[src/rtl/monostable.sv]
// monostable: clocked 555-style one-shot producing a DURATION-cycle pulse on q and a
// one-cycle active-low _done strobe on expiry.
module monostable #(
   parameter int WIDTH     = 24,
   parameter int DURATION  = 12_000_000,
   parameter bit RETRIGGER = 1'b0
) (
   input  logic             mclk,
   input  logic             _rst,
   input  logic             _trig,
   input  logic             _clr,
   output logic             q,
   output logic             _q,
   output logic             _done,
   output logic [WIDTH-1:0] remain
);
   typedef enum logic [1:0] {IDLE, TIMING, STRETCH} state_t;
   localparam logic [WIDTH-1:0] LOAD = WIDTH'(DURATION - 1);
   state_t           state;
   logic [WIDTH-1:0] cnt;
   always_ff @(posedge mclk) begin
      _done <= 1'b1;
      if (!_rst || !_clr) begin
         state <= IDLE;
         q     <= 1'b0;
         cnt   <= '0;
      end else if (state == IDLE) begin
         if (!_trig) begin
            state <= TIMING;
            q     <= 1'b1;
            cnt   <= LOAD;
         end
      end else if (RETRIGGER && !_trig) begin
         state <= TIMING;
         cnt   <= LOAD;
      end else if (cnt != '0) begin
         cnt <= cnt - 1'b1;
      end else if (!_trig) begin
         state <= STRETCH;
      end else begin
         // expiry needs the trigger released; q and _done fall on the same edge
         state <= IDLE;
         q     <= 1'b0;
         _done <= 1'b0;
      end
   end
   assign _q     = ~q;
   assign remain = (state == IDLE) ? '0 : cnt;
endmodule

[config.mk]
export PLATFORM = sky130hd
export DESIGN_NAME = monostable
export DESIGN_NICKNAME = d
export VERILOG_FILES = /design/src/rtl/monostable.sv
export SDC_FILE = /design/constraint.sdc
export NUM_CORES = 1
export LEC_CHECK = 0
export BUFFER_PORTS_ARGS = -buffer_cell sky130_fd_sc_hd__buf_2
export CORE_UTILIZATION = 25
export CTS_CLUSTER_DIAMETER = 120
export DETAILED_ROUTE_END_ITERATION = 12
export PLACE_DENSITY = 0.54
export SYNTH_ARGS = -nofsm -noshare
export SYNTH_HDL_FRONTEND = slang
export SYNTH_SLANG_ARGS = --single-unit
export TNS_END_PERCENT = 1
[constraint.sdc]
create_clock -name mclk -period 2.8 [get_ports mclk]
set_clock_uncertainty 0.2 [all_clocks]
set_input_delay 0.28 -clock mclk [delete_from_list [all_inputs] [get_ports mclk]]
set_output_delay 0.28 -clock mclk [all_outputs]
set_load 0.02 [all_outputs]
==> results_dict.tcl <==
set metrics [dict create \
    fin_area_sq_um 1930 \
    die_area_sq_um 6910 \
    dp_hpwl_mm 3.28 \
    utilization_pct 30.3 \
    dr_wl_met3_um 194 \
    hold_path.startpoint "_trig" \
    io_buffers 30 \
    gp_congestion 0.830 \
    cts_made_buffers 3 \
    postCtsSetupBuffers 0 \
    syn-num-nets 209 \
    synth_flop_cell "dfxtp_1" \
    core_sq_um 6350 \
    gr-total-overflow 0 \
    vias 1629 \
    ys_seq_area_share_pct 34.0 \
    drtPass1Iterations 4 \
    grt_max_degree 28 \
    ant_nets 0 \
    nets 239 \
    clk_path_buf_depth 2 \
    drtIter0Drc 100 \
    syn2layout_area_growth_pct 17.0 \
    maxSlewViolCount 0 \
    hold_viol_final 0 \
    synth_top_area_share_pct 34.0 \
    finalPower_mw 0.889 \
    num_io_pins 31 \
    track_usage_pct 14.4 \
    r2r_cells 8 \
    ir_worst_vdd_uv 169 \
    fillers 684 \
    diodes 0 \
    crit_fanout 9 \
    finalCritPeriodShare_pct 91.0 \
    status "complete, no violations" \
    async_flop_share_pct 0 \
    synth_area_per_cell_sq_um 8.11 \
    yosys_warnings 0 \
    ys_types 42 \
    max_cap_violations 0 \
    hold_slack_ps 43.0 \
    finalCriticalPeriod_ps 2550 \
    synth_common_cells "dfxtp_1 (28), and2_1 (20), a21oi_1 (19)" \
    relSlewSlack_pct 53.6 \
    multi_input_area_sq_um 996 \
    first_global_vias 1573 \
    rsz0062_at_grt "no" \
    initial_core_util_pct 25.9 \
    via_per_inst 5.29 \
    root_buffer "clkbuf_8" \
    rrSetupSlack_ps 250 \
    wl_met2_mm 2.13 \
    regToRegStartpoint "cnt[0]" \
    cts_tree "yes" \
    synth.area.top_cells "dfxtp_1 (34%), and2_1 (7.6%), a21oi_1 (5.8%), nor2_1 (3.9%), xnor2_1 (3.2%)" \
    numClockSinks 28 \
    clk_pin_slew_worst_paths_ps 100 \
    post_cts_resized 0 \
    synth_area_leader_cell "dfxtp_1" \
    synth.most_common_cell "dfxtp_1" \
    placementRows 29 \
    post_drt_wl_per_cell_um 15.2 \
    setup-tns-final_ps 0 \
    antenna_found_initial 0 \
    hp-class "input pin to flip-flop" \
    cp.arrival_ps 2550 \
    grt_pass1_wl_mm 8.06 \
    power.density_nw_per_um2 461 \
    synthCells 203 \
    p_leak_nw 0.737 \
    setup_viol 0 \
    min_to "_done" \
    clk_latency_ps 270 \
    fmax_mhz 392 \
    required_ps 2810 \
    synth_area_sq_um 1650 \
    ys_ff_latch 28 \
    drt-met1-wl_mm 2.29 \
    start_kind "flip-flop" \
    r2r-end "cnt[17]" \
    dieHeight_um 83.2 \
    htreeDepth 1 \
    setup.worst_path.end_class "flip-flop" \
    hold_depth 2 \
    die_width_um 83.2 \
    cts_hold_buf 0 \
    drt_wl_total_mm 4.67 \
    final_layout_size_suffix_gt1_share_pct 21.2 \
    worst_slew_pin_slew_ps 696 \
    path_class "flip-flop to flip-flop" \
    synth_edf_count 0 \
    final-seq-area_sq_um 561 \
    placed_area_sq_um 1890 \
    top_layer_used "met4" \
    drc 0 \
]
## kinds of logic (layout without fill, tap and decap cells)
logic type               Yosys count  in the layout  share of synthesized area [%]
AO/OA/AOI/OAI                     53             53                           20.1
XOR/XNOR                          10             10                           5.32
adder cells (fa/ha/maj)            2              2                           1.52
buffers and inverters             19             47                           5.47
flip-flops                        28             28                           34.0
AND/OR/NAND/NOR                   91             91                           33.5
## routing by layer
| metal | global-route usage [%] | up-vias |
|---|---|---|
| li1 | - | 815 |
| met1 | 19.7 | 764 |
| met2 | 22.5 | 44 |
| met3 | 2.39 | 6 |
| met4 | 5.80 | 0 |
| met5 | 0 | - |
## cell type report
type                            instances  share of cell area, %
Tap cell                               77                   5.00
Sequential cell                        28                   29.1
Multi-Input combinational cell        156                   51.7
Inverter                                6                   1.17
Clock buffer                            3                   2.14
Timing Repair Buffer                   38                   10.9
## registers in the layout (all words and copies together), names as in the netlist
register,count
state,2
_done,1
q,1
cnt,24
## per-stage QoR
stage	worst slack [ps]	std cells
3_5_place_dp	286	305
6_report	252	308
3_3_place_gp	307	305
2_1_floorplan	287	203
5_1_grt	40.6	308
4_1_cts	254	308
## power breakdown
group / total [mW] / internal, mW / leakage [nW] / switching (mW)
registers: 0.437 / 0.415 / 0.229 / 0.0222
clock network: 0.222 / 0.0967 / 0.0216 / 0.126
logic: 0.229 / 0.0845 / 0.486 / 0.144
total: 0.889 / 0.597 / 0.737 / 0.292
## cells in the final DEF, fill, tap and decap left out, types with 2 or more instances in the layout
cell,n
or3_1,5
or4_4,2
a211oi_1,3
or2_2,2
a31oi_1,7
nand4_1,4
a21oi_1,19
a2111oi_0,2
dfxtp_1,28
xnor2_1,6
nand2_1,8
xor2_1,4
o22ai_1,3
nor4_1,5
and2_1,20
inv_1,6
buf_4,8
nor2_1,17
buf_2,30
o311ai_0,2
nand3_1,6
nor4bb_1,2
clkbuf_8,3
o21ai_0,6
o211ai_1,3
or4_1,4
ha_1,2
o31ai_1,3
nor4_2,3
nor3_1,6
## worst max path at each step
stage / endpoint / slack (ps) / startpoint
global route: cnt[10] / 40 / cnt[0]
finish: cnt[17] / 250 / cnt[0]
global placement: cnt[17] / 310 / cnt[0]
detailed placement: cnt[10] / 290 / cnt[5]
floorplan: cnt[17] / 290 / cnt[5]
CTS: cnt[17] / 250 / cnt[0]
## critical path, stage by stage, from the launching register on
cell      delay, ps
dfxtp_1         380
inv_1           100
ha_1            210
nor4b_1         170
nor4bb_1        140
buf_4           180
a211oi_1        450
or4b_1          480
a31oi_1         170
No activity file was read; power rests on OpenSTA's default activity.
